[src/rtl/mips_isa_pkg.sv]
// Shared MIPS ISA constants: primary opcodes (also used by the control decoder), loader request
// op codes, instruction field positions, and the loader FSM state type.
package mips_isa_pkg;

  // Primary opcodes, bits [31:26]
  localparam logic [5:0] OP_RTYPE = 6'b000000;
  localparam logic [5:0] OP_ADDI  = 6'b001000;
  localparam logic [5:0] OP_LW    = 6'b100011;
  localparam logic [5:0] OP_SW    = 6'b101011;
  localparam logic [5:0] OP_BEQ   = 6'b000100;
  localparam logic [5:0] OP_J     = 6'b000010;

  // Loader request classes; 6 and 7 are illegal
  localparam logic [2:0] REQ_R    = 3'd0;
  localparam logic [2:0] REQ_ADDI = 3'd1;
  localparam logic [2:0] REQ_LW   = 3'd2;
  localparam logic [2:0] REQ_SW   = 3'd3;
  localparam logic [2:0] REQ_BEQ  = 3'd4;
  localparam logic [2:0] REQ_J    = 3'd5;

  // Field LSB positions within the 32-bit instruction word
  localparam int unsigned OPCODE_LSB = 26;
  localparam int unsigned RS_LSB     = 21;
  localparam int unsigned RT_LSB     = 16;
  localparam int unsigned RD_LSB     = 11;
  localparam int unsigned SHAMT_LSB  = 6;
  localparam int unsigned FUNCT_LSB  = 0;
  localparam int unsigned IMM_LSB    = 0;
  localparam int unsigned TARGET_LSB = 0;

  typedef enum logic [0:0] {StIdle, StWrite} loader_state_e;

endpackage

[src/rtl/instr_encode_loader_if.sv]
// Request and instruction-memory write bus of the encode loader.
// master: request producer and memory side; slave: the loader.
interface instr_encode_loader_if #(
  parameter int unsigned ADDR_W = 8
) ();
  logic              req_valid;
  logic              req_ready;
  logic [2:0]        req_op;
  logic [4:0]        req_rs;
  logic [4:0]        req_rt;
  logic [4:0]        req_rd;
  logic [4:0]        req_shamt;
  logic [5:0]        req_funct;
  logic [15:0]       req_imm;
  logic [25:0]       req_target;
  logic              imem_we;
  logic [ADDR_W-1:0] imem_addr;
  logic [31:0]       imem_wdata;
  logic              imem_ack;

  modport master (
    output req_valid, req_op, req_rs, req_rt, req_rd, req_shamt, req_funct, req_imm, req_target,
    input  req_ready,
    input  imem_we, imem_addr, imem_wdata,
    output imem_ack
  );

  modport slave (
    input  req_valid, req_op, req_rs, req_rt, req_rd, req_shamt, req_funct, req_imm, req_target,
    output req_ready,
    output imem_we, imem_addr, imem_wdata,
    input  imem_ack
  );
endinterface

[src/rtl/instr_word_encoder.sv]
// Combinational encoder: request class plus fields -> 32-bit MIPS word, flags illegal classes.
module instr_word_encoder
  import mips_isa_pkg::*;
(
  input  logic [2:0]  req_op_i,
  input  logic [4:0]  rs_i,
  input  logic [4:0]  rt_i,
  input  logic [4:0]  rd_i,
  input  logic [4:0]  shamt_i,
  input  logic [5:0]  funct_i,
  input  logic [15:0] imm_i,
  input  logic [25:0] target_i,
  output logic [31:0] word_o,
  output logic        illegal_o
);

  logic [5:0] itype_opcode;
  logic       itype;

  // Pick the opcode for the I-type classes, which all share the rs/rt/imm layout
  always_comb begin
    itype_opcode = OP_RTYPE;
    itype        = 1'b1;
    unique case (req_op_i)
      REQ_ADDI: itype_opcode = OP_ADDI;
      REQ_LW:   itype_opcode = OP_LW;
      REQ_SW:   itype_opcode = OP_SW;
      REQ_BEQ:  itype_opcode = OP_BEQ;
      default:  itype        = 1'b0;
    endcase
  end

  // Assemble the word; illegal classes produce zero
  always_comb begin
    word_o    = '0;
    illegal_o = 1'b0;
    if (itype) begin
      word_o[OPCODE_LSB +: 6] = itype_opcode;
      word_o[RS_LSB +: 5]     = rs_i;
      word_o[RT_LSB +: 5]     = rt_i;
      word_o[IMM_LSB +: 16]   = imm_i;
    end else if (req_op_i == REQ_R) begin
      word_o[OPCODE_LSB +: 6] = OP_RTYPE;
      word_o[RS_LSB +: 5]     = rs_i;
      word_o[RT_LSB +: 5]     = rt_i;
      word_o[RD_LSB +: 5]     = rd_i;
      word_o[SHAMT_LSB +: 5]  = shamt_i;
      word_o[FUNCT_LSB +: 6]  = funct_i;
    end else if (req_op_i == REQ_J) begin
      word_o[OPCODE_LSB +: 6] = OP_J;
      word_o[TARGET_LSB +: 26] = target_i;
    end else begin
      illegal_o = 1'b1;
    end
  end

endmodule

[src/rtl/instr_encode_loader.sv]
// Instruction encode loader: accepts encode requests, writes assembled words sequentially into
// instruction memory over an ack-terminated write port, counting words until the memory is full.
module instr_encode_loader
  import mips_isa_pkg::*;
#(
  parameter int unsigned ADDR_W    = 8,
  parameter int unsigned BASE_ADDR = 0
) (
  input  logic                  clk,
  input  logic                  reset_n,
  instr_encode_loader_if.slave  bus,
  input  logic                  clear,
  output logic [ADDR_W:0]       count,
  output logic                  full,
  output logic                  err_illegal
);

  localparam logic [ADDR_W:0]   DepthCnt = {1'b1, {ADDR_W{1'b0}}};
  localparam logic [ADDR_W-1:0] BaseAddr = ADDR_W'(BASE_ADDR);

  loader_state_e     state_q, state_d;
  logic              imem_we_q, imem_we_d;
  logic [ADDR_W-1:0] imem_addr_q, imem_addr_d;
  logic [31:0]       imem_wdata_q, imem_wdata_d;
  logic [ADDR_W:0]   count_q, count_d;
  logic              err_q, err_d;
  logic              clear_pend_q, clear_pend_d;

  logic [31:0] enc_word;
  logic        enc_illegal;
  logic        accept;

  instr_word_encoder u_encoder (
    .req_op_i  (bus.req_op),
    .rs_i      (bus.req_rs),
    .rt_i      (bus.req_rt),
    .rd_i      (bus.req_rd),
    .shamt_i   (bus.req_shamt),
    .funct_i   (bus.req_funct),
    .imm_i     (bus.req_imm),
    .target_i  (bus.req_target),
    .word_o    (enc_word),
    .illegal_o (enc_illegal)
  );

  assign full          = (count_q == DepthCnt);
  // clear gates ready so a request in the clear cycle is never taken
  assign bus.req_ready = (state_q == StIdle) & ~full & ~clear;
  assign accept        = bus.req_valid & bus.req_ready;

  assign bus.imem_we    = imem_we_q;
  assign bus.imem_addr  = imem_addr_q;
  assign bus.imem_wdata = imem_wdata_q;
  assign count          = count_q;
  assign err_illegal    = err_q;

  // Next-state: accept/encode in idle, hold the write stable until ack
  always_comb begin
    state_d      = state_q;
    imem_we_d    = imem_we_q;
    imem_addr_d  = imem_addr_q;
    imem_wdata_d = imem_wdata_q;
    count_d      = count_q;
    err_d        = err_q;
    clear_pend_d = clear_pend_q;
    unique case (state_q)
      StIdle: begin
        if (clear) begin
          count_d     = '0;
          imem_addr_d = BaseAddr;
          err_d       = 1'b0;
        end else if (accept) begin
          if (enc_illegal) begin
            err_d = 1'b1;
          end else begin
            imem_wdata_d = enc_word;
            imem_addr_d  = BaseAddr + count_q[ADDR_W-1:0];
            imem_we_d    = 1'b1;
            state_d      = StWrite;
          end
        end
      end
      StWrite: begin
        if (clear) clear_pend_d = 1'b1;
        if (bus.imem_ack) begin
          imem_we_d = 1'b0;
          state_d   = StIdle;
          // A clear seen at any point of the write (including the ack cycle) restarts the count
          if (clear_pend_q || clear) begin
            count_d      = '0;
            err_d        = 1'b0;
            imem_addr_d  = BaseAddr;
            clear_pend_d = 1'b0;
          end else if (count_q != DepthCnt) begin
            count_d = count_q + 1'b1;
          end
        end
      end
      default: state_d = StIdle;
    endcase
  end

  // State register with asynchronous reset; reset abandons any in-flight write
  always_ff @(posedge clk or negedge reset_n) begin
    if (!reset_n) begin
      state_q      <= StIdle;
      imem_we_q    <= 1'b0;
      imem_addr_q  <= BaseAddr;
      imem_wdata_q <= '0;
      count_q      <= '0;
      err_q        <= 1'b0;
      clear_pend_q <= 1'b0;
    end else begin
      state_q      <= state_d;
      imem_we_q    <= imem_we_d;
      imem_addr_q  <= imem_addr_d;
      imem_wdata_q <= imem_wdata_d;
      count_q      <= count_d;
      err_q        <= err_d;
      clear_pend_q <= clear_pend_d;
    end
  end

endmodule

[src/flat_wrapper.sv]
// flat-port wrapper written by rule: the top's interface ports become plain ports
module instr_encode_loader_flat import mips_isa_pkg::*;
#(
  parameter int unsigned ADDR_W    = 8,
  parameter int unsigned BASE_ADDR = 0
)
  (clk, reset_n, clear, count, full, err_illegal, bus_req_valid, bus_req_op, bus_req_rs, bus_req_rt, bus_req_rd, bus_req_shamt, bus_req_funct, bus_req_imm, bus_req_target, bus_req_ready, bus_imem_we, bus_imem_addr, bus_imem_wdata, bus_imem_ack);
  instr_encode_loader_if #(.ADDR_W(ADDR_W)) bus_i ();
  input  logic clk;
  input  logic reset_n;
  input  logic clear;
  output logic [ADDR_W:0] count;
  output logic full;
  output logic err_illegal;
  input wire logic [$bits(bus_i.req_valid)-1:0] bus_req_valid;
  input wire logic [$bits(bus_i.req_op)-1:0] bus_req_op;
  input wire logic [$bits(bus_i.req_rs)-1:0] bus_req_rs;
  input wire logic [$bits(bus_i.req_rt)-1:0] bus_req_rt;
  input wire logic [$bits(bus_i.req_rd)-1:0] bus_req_rd;
  input wire logic [$bits(bus_i.req_shamt)-1:0] bus_req_shamt;
  input wire logic [$bits(bus_i.req_funct)-1:0] bus_req_funct;
  input wire logic [$bits(bus_i.req_imm)-1:0] bus_req_imm;
  input wire logic [$bits(bus_i.req_target)-1:0] bus_req_target;
  output wire logic [$bits(bus_i.req_ready)-1:0] bus_req_ready;
  output wire logic [$bits(bus_i.imem_we)-1:0] bus_imem_we;
  output wire logic [$bits(bus_i.imem_addr)-1:0] bus_imem_addr;
  output wire logic [$bits(bus_i.imem_wdata)-1:0] bus_imem_wdata;
  input wire logic [$bits(bus_i.imem_ack)-1:0] bus_imem_ack;
  assign bus_i.req_valid = bus_req_valid;
  assign bus_i.req_op = bus_req_op;
  assign bus_i.req_rs = bus_req_rs;
  assign bus_i.req_rt = bus_req_rt;
  assign bus_i.req_rd = bus_req_rd;
  assign bus_i.req_shamt = bus_req_shamt;
  assign bus_i.req_funct = bus_req_funct;
  assign bus_i.req_imm = bus_req_imm;
  assign bus_i.req_target = bus_req_target;
  assign bus_req_ready = bus_i.req_ready;
  assign bus_imem_we = bus_i.imem_we;
  assign bus_imem_addr = bus_i.imem_addr;
  assign bus_imem_wdata = bus_i.imem_wdata;
  assign bus_i.imem_ack = bus_imem_ack;
  instr_encode_loader #(.ADDR_W(ADDR_W), .BASE_ADDR(BASE_ADDR)) u_core (.clk(clk), .reset_n(reset_n), .bus(bus_i), .clear(clear), .count(count), .full(full), .err_illegal(err_illegal));
endmodule
[config.mk]
export PLATFORM = sky130hd
export DESIGN_NAME = instr_encode_loader_flat
export DESIGN_NICKNAME = d
export VERILOG_FILES = /design/src/rtl/mips_isa_pkg.sv /design/src/rtl/instr_encode_loader_if.sv /design/src/rtl/instr_word_encoder.sv /design/src/rtl/instr_encode_loader.sv /design/src/flat_wrapper.sv
export SDC_FILE = /design/constraint.sdc
export NUM_CORES = 1
export LEC_CHECK = 0
export BUFFER_PORTS_ARGS = -buffer_cell sky130_fd_sc_hd__buf_2
export CAP_MARGIN = 30
export CORE_MARGIN = 2
export CORE_UTILIZATION = 49
export CTS_BUF_LIST = sky130_fd_sc_hd__clkbuf_2
export CTS_CLUSTER_SIZE = 40
export DETAILED_ROUTE_END_ITERATION = 16
export PLACE_DENSITY = 0.82
export SETUP_SLACK_MARGIN = 0.02
export SLEW_MARGIN = 0
export SYNTH_ARGS = -nofsm -noshare
export SYNTH_HDL_FRONTEND = slang
export SYNTH_SLANG_ARGS = --single-unit
[constraint.sdc]
create_clock -name clk -period 2.6 [get_ports clk]
set_input_delay 0.26 -clock clk [delete_from_list [all_inputs] [get_ports clk]]
set_output_delay 0.26 -clock clk [all_outputs]
set_load 0.01 [all_outputs]
After elaboration in Yosys (flattened, before gate mapping) --
Cells that the tools add are included.
Storage, ports and cells: bits in registers 53, output and inout bits 53, logic and storage cells 78
Cells by class: $add $sub $neg 1, equality and inequality tests 17, multiplexer cells 38, bitwise operators 7, reductions and logical operators 8
Operators by type and width (number):
- 28-bit two-way mux | 2
- 8-bit two-way mux | 5
- 9-bit two-way mux | 4
- 32-bit two-way mux | 1
- 6-bit case mux with 4 select lines | 1
- 1-bit two-way mux | 20
- 9-bit case mux with 2 select lines | 1
- 8-bit case mux with 2 select lines | 1
- 4-bit AND reduction | 4
- 2-bit inequality test (second input constant) | 5
- 9-bit by 1-bit adder with 9-bit output (second input constant) | 1
- 9-bit equality test (second input constant) | 1
- 9-bit inequality test (second input constant) | 1
- 3-bit by 2-bit equality test with 1-bit output (second input constant) | 2
- 3-bit equality test (second input constant) | 2
- 3-bit by 2-bit inequality test with 1-bit output (second input constant) | 2
- 3-bit inequality test (second input constant) | 2
- 1-bit case mux with 2 select lines | 3
- 1-bit inverter | 4
- 4-bit OR reduction | 1
- 1-bit AND | 3
- 3-bit by 1-bit equality test with 1-bit output (second input constant) | 1
- 3-bit logical NOT | 1
- 3-bit AND reduction | 1
- other kinds (2) | 2

Logic depth before layout (Yosys ltp) --
Gate-level depths: netlist of run 1.
depth in word-level cells 8, depth in mapped cells 9, mapped depth without buffers 6

Modules after synthesis --
Synthesis of run 1 repeated with hierarchy kept, for this count alone.
Unflattened totals: cell total of the unflattened synthesis 321, area total of the unflattened synthesis 3427.0 sq um
By module, submodules not included:
- instr_encode_loader | instances 1, cells each 183, area each 2307.2 sq um, sequential area each 1326.3 sq um
- instr_word_encoder | instances 1, cells each 138, area each 1119.8 sq um, sequential area each 0.0 sq um

Worst setup path after synthesis of run 1 --
Ideal clock, no wire load.
kind register to register, start reg u_core.count_q[0] (netlist: u_core.count[0]), end reg u_core.imem_wdata_q[16] (netlist: u_core.bus.imem_wdata[16]), library setup time 0.121 ns, data arrival time 1.840 ns, data required time 2.479 ns, setup slack 0.640 ns, cell stages (with the launch flop) 9, path buffers 3, period minus slack after synthesis 1.960 ns, path through dfrtp_1 -> inv_1 -> ha_1 -> or4b_1 -> buf_2 -> o2111ai_4 -> buf_8 -> buf_6 -> o21ai_2
On the way: word-level cells in the longest chain between the ends 6
RTL lines:
- start, declared | line instr_encode_loader.sv:25 | logic [ADDR_W:0] count_q, count_d;
- start signal, assigned | line instr_encode_loader.sv:118 | count_q <= count_d;
- 9-bit equality test | line instr_encode_loader.sv:46 | assign full = (count_q == DepthCnt);
- 1-bit inverter | line instr_encode_loader.sv:48 | assign bus.req_ready = (state_q == StIdle) & ~full & ~clear;
- 1-bit AND (2 in series) | line instr_encode_loader.sv:48
- 1-bit AND | line instr_encode_loader.sv:49 | assign accept = bus.req_valid & bus.req_ready;
- 4-bit AND reduction (no source line)
- end signal, assigned | line instr_encode_loader.sv:117 | imem_wdata_q <= imem_wdata_d;
- end, declared | line instr_encode_loader.sv:24 | logic [31:0] imem_wdata_q, imem_wdata_d;
No other way between the ends. A chain may end at the register's enable or synchronous reset.

Worst setup path after layout of run 1 --
start reg u_core.count_q[0] (netlist: u_core.count[0]), end out bus_req_ready
On the way: word-level cells in the longest chain between the ends 4
RTL lines:
- 9-bit equality test | line instr_encode_loader.sv:46
- 1-bit inverter | line instr_encode_loader.sv:48
- 1-bit AND (2 in series) | line instr_encode_loader.sv:48
- end, declared | line flat_wrapper.sv:24 | output wire logic [$bits(bus_i.req_ready)-1:0] bus_req_ready;
No other way between the ends.

==> flow_summary.yaml, run 1 <==
route:
  drcViolationCount: 0
  viasPerCell: 5.26
  via_count: 2525
  antenna_left: 0
  first_iter_violations: 90
  drt-total-wl_um: 6560
  wl_per_cell_um: 13.7
  first_pass_iters: 4
yosys:
  synth_area_leaders: "dfrtp_1 (43%), o21ai_2 (8.0%), mux2i_1 (5.4%), a211oi_1 (4.1%), nor3b_1 (4.1%)"
  synth_fa_ha_area_share_pct: 0.850
  avgSynthCellArea_um2: 10.3
  syn-cell-area_mm2: 0.00295
  synth.largest_area_cell: "dfrtp_1"
  yosys_most_used_dff: "dfrtp_1"
  synth_top_area_share_pct: 43.3
  synth_seq_cells: 51
  synth-simple-area-share_pct: 18.7
  yosysMostFrequentCell: "dfrtp_1"
  async_flop_share_pct: 100
  yosys_warnings: 0
  synth_xor_area_share_pct: 1.78
  syn_nets: 364
  synthTopCellsByCount: "dfrtp_1 (51), nor2_1 (29), o21ai_2 (27)"
  synth-edff-count: 0
  ys_seq_area_share_pct: 43.3
  synth_mux_area_share_pct: 5.82
  synth_top_family_by_area: "compound AO/OA/AOI/OAI gates"
  synth_compound_area_share_pct: 23.4
  syn_inst: 286
  synth_cell_type_count: 45
timing:
  fin_crit_ns: 2.40
  finalClockSkew_ns: 0.0216
  fmax_mhz: 416
  final_max_slew_viol_count: 0
  tns_ns: 0
  fin_crit_sh_pct: 92.4
  rsz0062_at_grt: "no"
  tightest_slew_ns: 0.757
  hold_viol_final: 0
  max-slew-margin-rel_pct: 49.6
  setup_viol: 0
die:
  num_rows: 28
  core_area_mm2: 0.00585
  dieWidth_um: 81.5
  dieArea_mm2: 0.00665
  die_h_um: 81.5
  io_pins: 129
  start_util_pct: 50.3
worst_setup_path:
  slowest_delay_ns: 0.60
  cp.depth: 6
  path_buf_inv: 2
  startpoint_type: "flip-flop"
  critPathRequiredTime_ns: 2.34
  end_kind: "output port"
  worstSetupPathType: "flip-flop to output port"
  cpMaxStageDelayCell: "or4b_1"
  critPathArrivalTime_ns: 2.14
  crit_chain: "inv_1 -> ha_1 -> or4b_1 -> nor2_1 -> nor3_1 -> buf_2"
  cp_max_fo: 6
  critPathTopFamily: "simple AND/OR/NAND/NOR gates"
  rr_worst_depth: 6
clocking:
  ctsLongestPathBuffers: 2
  cts_sinks: 51
  post_cts_buffers: 0
  cts_root_buf: "clkbuf_2"
  cts-resized-gates: 0
  clk_pin_slew_ns: 0.22
  numCtsBuffers: 5
  cts_hold_buf: 1
  htree_levels: 2
  clock_latency_ns: 0.42
  cts_tree: "yes"
layout:
  syn2layout_area_growth_pct: 22.8
  seqCellArea_mm2: 0.00128
  fillers: 512
  multi_input_area_mm2: 0.00149
  drive_gt1_share_pct: 47.4
  fin_cells: 480
  diodes: 0
  nNetsFinal: 482
pwr:
  ir_worst_vdd_mv: 0.212
  p_leak_uw: 0.00182
  power_density_mw_per_mm2: 523
min_path:
  min_path_type: "primary input to flip-flop"
  whs_path_depth: 3
placed_design:
  gp_congestion: 0.777
  port_buffers: 127
  place_hpwl_um: 5050
  dp_cells: 470
global_route:
  antenna_found_initial: 0
  grt_max_degree: 57
  grt_pass1_wl_um: 10300
  grt_pass1_vias: 2255
  grt_remaining_overflow: 0
  grtUsageTotal_pct: 19.9
run:
  maxCapViolCount: 0
status:
  status: "completed"
-- metrics by stage --
stage                     hold WS, ns  worst slack [ns]  total power (uW)  util, %  cell area [um^2]
final                          0.0972             0.198              1890     61.8              3620
after global placement          0.357             0.540              1580     60.5              3540
after CTS                      0.0153             0.164              1920     61.6              3610
after global routing           0.0480            0.0689              2030     61.8              3620
after floorplan               -0.0356             0.640              1370        -              2950
after detailed placement        0.370             0.476              1610     60.8              3560
-- power breakdown --
group	total [uW]	switching (uW)	internal, uW
logic	592	326	267
clock network	308	235	73.3
registers	991	84.1	907
total	1890	644	1250
-- flip-flops by register name (all words and copies together) (netlist names) --
signal	cells
u_core.count	9
u_core.state_q	1
u_core.bus.imem_wdata	30
u_core.bus.imem_we	1
u_core.bus.imem_addr	8
u_core.clear_pend_q	1
u_core.err_illegal	1
-- area by class of cell --
| class | count | share of cell area [%] |
|---|---|---|
| clock buffer | 7 | 0.969 |
| clock inverter | 1 | 0.138 |
| inverter | 2 | 0.208 |
| multi-input combinational | 210 | 41.3 |
| sequential | 51 | 35.3 |
| tap | 75 | 2.60 |
| timing repair buffer | 134 | 19.5 |
-- placed cells by master (no fill, tap or decap), types with 2 or more instances in the layout --
master	instances
xor2_1	5
clkbuf_2	7
ha_1	2
nand4_1	2
nor3b_1	16
dfrtp_1	51
o211ai_1	2
buf_2	127
nand2_2	19
nand3_1	5
and2_1	4
or4b_1	2
buf_4	4
o31ai_1	2
a211oi_1	16
nor2_1	29
a21oi_1	4
a22oi_1	10
mux2i_1	16
inv_1	2
dlygate4sd3_1	2
o21ai_2	27
o21a_1	2
nand2_1	18
nand2b_1	3
a22o_1	9
o21ai_0	2
-- cells by family after synthesis --
| logic type | count (synthesis) |
|---|---|
| AOI/OAI and AO/OA | 81 |
| xor gates and xnor gates | 6 |
| adders and majority gates | 2 |
| buffers and inverters | 25 |
| DFF | 51 |
| muxes | 17 |
| other | 1 |
| and+or+nand+nor | 103 |
-- worst register-to-register path, cell delays in order, from the launching register on --
cell      delay [ns]
dfrtp_1         0.49
inv_1           0.08
ha_1            0.13
or4b_1          0.60
o211ai_4        0.35
a21oi_2         0.16
a22o_1          0.27
-- layer usage --
| layer | global-route usage [%] | routed length [um] | up-vias | share of wire (%) |
|---|---|---|---|---|
| li1 | - | - | 1275 | - |
| met3 | 5.71 | 533 | 7 | 8.1 |
| met2 | 33.2 | 3140 | 90 | 48 |
| met1 | 25.4 | 2820 | 1153 | 43 |
| met4 | 5.08 | 65 | 0 | 0.99 |
| met5 | 0 | 0 | - | 0 |
-- worst paths after layout --
path,start,to,slack [ns]
worst max-delay path,u_core.count[0],bus_req_ready,0.20
worst min-delay path,bus_req_target[20],u_core.bus.imem_wdata[20],0.1
worst max register to register,u_core.count[0],u_core.bus.imem_addr[7],0.45
worst min register to register,u_core.bus.imem_wdata[0],u_core.bus.imem_wdata[0],0.51
max in group asynchronous,reset_n,u_core.bus.imem_we,1.46
min in group asynchronous,reset_n,u_core.bus.imem_addr[3],0.41
(Power assumes the default switching activity.)
==> run 2, diff against run 1 <==
CORE_ASPECT_RATIO = 1.5   (was default)
==> flow_summary.yaml, run 2 (synthesis results as in run 1) <==
worst_setup_path:
  end_kind: "output port"
  cp_max_fo: 6
  reg2reg_slack_ns: 0.36
  critPathArrivalTime_ns: 2.14
  startpoint_type: "flip-flop"
  critPathRequiredTime_ns: 2.34
  worstSetupPathType: "flip-flop to output port"
timing:
  rsz0062_at_grt: "no"
  tightest_slew_ns: 0.673
  fin_crit_sh_pct: 92.4
  final_max_slew_viol_count: 0
  fmax_mhz: 416
  fin_crit_ns: 2.40
  setup_viol: 0
  hold_viol_final: 0
  finalClockSkew_ns: 0.0271
  tns_ns: 0
  setup_slack_ns: 0.196
  max-slew-margin-rel_pct: 55.0
global_route:
  antenna_found_initial: 0
  grt_pass1_wl_um: 11600
  grt_pass1_vias: 2519
  grtUsageTotal_pct: 22.3
  grt_max_degree: 33
  grt_remaining_overflow: 0
die:
  num_rows: 34
  dieArea_mm2: 0.00666
  core_area_mm2: 0.00579
  die_h_um: 99.0
  start_util_pct: 50.9
  dieWidth_um: 67.3
  io_pins: 129
route:
  wl_per_cell_um: 14.3
  viasPerCell: 5.35
  met3WireLength_um: 415
  drt-total-wl_um: 6820
  via_count: 2559
  antenna_left: 0
  wl_met1_um: 2630
  first_pass_iters: 4
  routed.top_layer: "met4"
  wl_met2_um: 3660
  first_iter_violations: 200
  drcViolationCount: 0
placed_design:
  dpl_cell_area_mm2: 0.00356
  port_buffers: 127
  post-place-ws_ns: 0.441
  dp_cells: 467
  gp_congestion: 0.813
  place_hpwl_um: 5350
pwr:
  p_sw_uw: 658
  cell_internal_pwr_uw: 1240
  ir_worst_vdd_mv: 0.254
  p_total_uw: 1900
  p_clk_share_pct: 16.1
  switching_share_pct: 34.7
  p_leak_uw: 0.00183
  p_comb_share_pct: 31.6
  power_density_mw_per_mm2: 523
  sequentialPowerShare_pct: 52.3
layout:
  fin_cells: 478
  final_common_cell: "buf_2"
  final_cell_mix: "buf_2 (127), dfrtp_1 (51), nor2_1 (29)"
  syn2layout_area_growth_pct: 23.0
  drive_gt1_share_pct: 47.5
  stdcell_area_mm2: 0.00362
  largest_register_ffs: 30
  diodes: 0
  fillers: 522
  nNetsFinal: 483
min_path:
  min_path_type: "primary input to flip-flop"
clocking:
  numCtsBuffers: 5
  cts-resized-gates: 0
  clk_pin_slew_ns: 0.26
  post_cts_buffers: 0
  htree_levels: 2
  cts_sinks: 51
  ctsLongestPathBuffers: 2
  clock_latency_ns: 0.43
  cts_root_buf: "clkbuf_2"
  cts_tree: "yes"
run:
  maxCapViolCount: 0
status:
  status: "completed"
[run 2: cell count changes in the layout (fill, tap and decap cells not counted)]
cell,before,now
clkinv_2,1,3
buf_6,0,1
clkbuf_4,0,1
buf_4,4,3
clkbuf_2,7,5
[run 2: area by class of cell]
class | instances | area (um^2) | area share, %
tap | 72 | 90.1 | 2.49
multi-input combinational | 210 | 1490 | 41.2
clock inverter | 3 | 15.0 | 0.414
inverter | 2 | 7.51 | 0.207
sequential | 51 | 1280 | 35.2
clock buffer | 5 | 25.0 | 0.691
timing repair buffer | 135 | 717 | 19.8
[run 2: worst paths after layout]
path                                             end                from  cells past startpoint
max                                    bus_req_ready     u_core.count[0]                      6
min                         u_core.bus.imem_wdata[3]      bus_req_imm[3]                      3
max reg2reg                u_core.bus.imem_wdata[20]     u_core.count[0]                      7
min reg2reg                       u_core.bus.imem_we  u_core.bus.imem_we                      2
max in group asynchronous   u_core.bus.imem_wdata[9]             reset_n                      3
min in group asynchronous            u_core.count[4]             reset_n                      2
[run 2: power by group through the flow]
stage / logic (uW) / registers (uW) / clock network [uW]
final: 599 / 991 / 305
after global routing: 671 / 1010 / 354
after CTS: 609 / 992 / 320
after detailed placement: 605 / 1010 / 0
after global placement: 587 / 999 / 0
after floorplan: 324 / 1050 / 0
[run 2: worst max-delay path, cell delays in order (launching register included)]
cell	delay, ns
dfrtp_1	0.51
inv_1	0.09
ha_1	0.13
or4b_1	0.59
nor2_1	0.19
nor3_1	0.06
buf_2	0.14
[run 2: timing repair]
action / 4_1_cts / 5_1_grt
setup endpoints to repair: 0 / 0
endpoints found under the hold margin: 26 / 0
hold buffers: 2 / 0
[run 2: routing by layer]
| layer | vias to the layer above | global-route usage [%] |
|---|---|---|
| met5 | - | 0 |
| met4 | 0 | 7.38 |
| met3 | 11 | 4.57 |
| met2 | 90 | 39.8 |
| met1 | 1188 | 25.8 |
| li1 | 1270 | - |
[run 2: metrics by stage]
| stage | util, % | hold WS, ns |
|---|---|---|
| after floorplan | - | -0.0356 |
| after global placement | 60.9 | 0.458 |
| after detailed placement | 61.5 | 0.301 |
| after CTS | 62.5 | 0.0678 |
| after global routing | 62.6 | 0.0546 |
| final | 62.6 | 0.101 |
==> run 3, diff against run 2 <==
clock period = 2.4 ns   (was 2.6 ns; I/O delays follow)
==> flow_summary.yaml, run 3 (synthesis results as in run 1) <==
status:
  status: "completed"
placed_design:
  place_hpwl_um: 5270
  dpl_cell_area_mm2: 0.00355
  gp_congestion: 0.825
  port_buffers: 127
layout:
  syn2layout_area_growth_pct: 23.8
  drive_gt1_share_pct: 48.5
  seqCellArea_mm2: 0.00128
  largest_register_ffs: 30
  nNetsFinal: 485
  fillers: 504
  final_cell_mix: "buf_2 (127), dfrtp_1 (50), nor2_1 (29)"
  stdcell_area_mm2: 0.00365
  multi_input_area_mm2: 0.00150
  post-route-util_pct: 63.0
  final_common_cell: "buf_2"
  diodes: 0
timing:
  max-slew-margin-rel_pct: 57.2
  tns_ns: 0
  fmax_mhz: 443
  tightest_slew_ns: 0.642
  final_max_slew_viol_count: 0
  finalClockSkew_ns: 0.0163
  fin_crit_ns: 2.26
  setup_viol: 0
  hold_viol_final: 0
  fin_crit_sh_pct: 94.1
  rsz0062_at_grt: "no"
global_route:
  grt_pass1_wl_um: 11100
  antenna_found_initial: 0
  grt_remaining_overflow: 0
  grt_max_degree: 57
  grt_pass1_vias: 2454
  grtUsageTotal_pct: 21.4
pwr:
  switching_share_pct: 34.0
  p_sw_uw: 703
  p_total_uw: 2070
  p_comb_share_pct: 32.4
  p_clk_share_pct: 15.9
  cell_internal_pwr_uw: 1370
  power_density_mw_per_mm2: 568
  sequentialPowerShare_pct: 51.7
  ir_worst_vdd_mv: 0.249
  p_leak_uw: 0.00184
die:
  dieArea_mm2: 0.00666
  num_rows: 34
  start_util_pct: 50.9
  core_area_mm2: 0.00579
  io_pins: 129
  dieWidth_um: 67.3
  die_h_um: 99.0
route:
  wl_per_cell_um: 14.1
  viasPerCell: 5.39
  antenna_left: 0
  drcViolationCount: 0
  first_pass_iters: 4
  drt-total-wl_um: 6770
  via_count: 2586
  first_iter_violations: 146
worst_setup_path:
  crit_chain: "inv_1 -> ha_1 -> or4b_4 -> nor2_1 -> nor3_1 -> buf_2"
  slowest_delay_ns: 0.52
  startpoint_type: "flip-flop"
  critPathRequiredTime_ns: 2.16
  cp_max_fo: 5
  cpMaxStageDelayCell: "or4b_4"
  end_kind: "output port"
  critPathArrivalTime_ns: 2.02
  worstSetupPathType: "flip-flop to output port"
  path_buf_inv: 2
  critPathTopFamily: "simple AND/OR/NAND/NOR gates"
clocking:
  cts_root_buf: "clkbuf_2"
  cts_sinks: 51
  ctsLongestPathBuffers: 2
  numCtsBuffers: 5
  clk_pin_slew_ns: 0.24
  clock_latency_ns: 0.40
  htree_levels: 2
  cts_tree: "yes"
run:
  maxCapViolCount: 0
min_path:
  min_path_type: "primary input to flip-flop"
-- run 3: cell count changes in the layout (fill, tap and decap cells not counted), sizes merged --
cell	delta
buf	+2
clkinv	-2
clkbuf	+2
-- run 3: metrics by stage --
stage	setup slack (ns)	hold WS, ns	std cells
finish	0.142	0.0979	480
global route	0.00551	0.0334	480
CTS	0.0952	0.00381	475
detailed placement	0.271	0.275	466
global placement	0.347	0.270	465
floorplan	0.440	-0.0556	286
-- run 3: routing by layer --
layer	up-vias	global-route usage, %	routed length [um]
met1	1213	26.3	2670
met5	-	0	0
met3	6	4.91	438
met2	96	36.8	3590
li1	1271	-	-
met4	0	6.12	77
-- run 3: tightest hold or removal path, cell delays in order --
cell and delay [ns]:
buf_2 0.08, a22oi_1 0.07, o21ai_2 0.10
-- run 3: power by group through the flow --
stage	clock, uW	sequential (uW)	combinational [uW]
detailed placement	0	1090	656
finish	329	1070	671
CTS	347	1080	662
floorplan	0	1140	351
global route	384	1090	747
global placement	0	1080	638
-- run 3: final cells by class --
type | instances | share of cell area [%]
sequential | 51 | 35.0
timing repair buffer | 137 | 20.1
inverter | 2 | 0.206
tap | 72 | 2.47
clock buffer | 7 | 0.961
clock inverter | 1 | 0.137
multi-input combinational | 210 | 41.1
-- run 3: path summary, 6_finish.rpt --
kind                                     from                   endpoint  slack, ns  cells past startpoint
setup / recovery              u_core.count[1]              bus_req_ready       0.14                      6
hold / removal             bus_req_target[20]  u_core.bus.imem_wdata[20]        0.1                      3
setup reg to reg              u_core.count[1]  u_core.bus.imem_wdata[19]       0.36                      7
hold reg to reg            u_core.bus.imem_we         u_core.bus.imem_we       0.50                      2
max in group asynchronous             reset_n            u_core.count[0]       1.29                      3
min in group asynchronous             reset_n            u_core.count[5]       0.32                      2
-- run 3: what timing repair did --
action | in CTS | in global routing
gates resized for setup | 1 | 2
hold endpoints to repair | 25 | 1
endpoints found under the setup margin | 1 | 2
buffers inserted | 0 | 3
hold buffers | 1 | 1
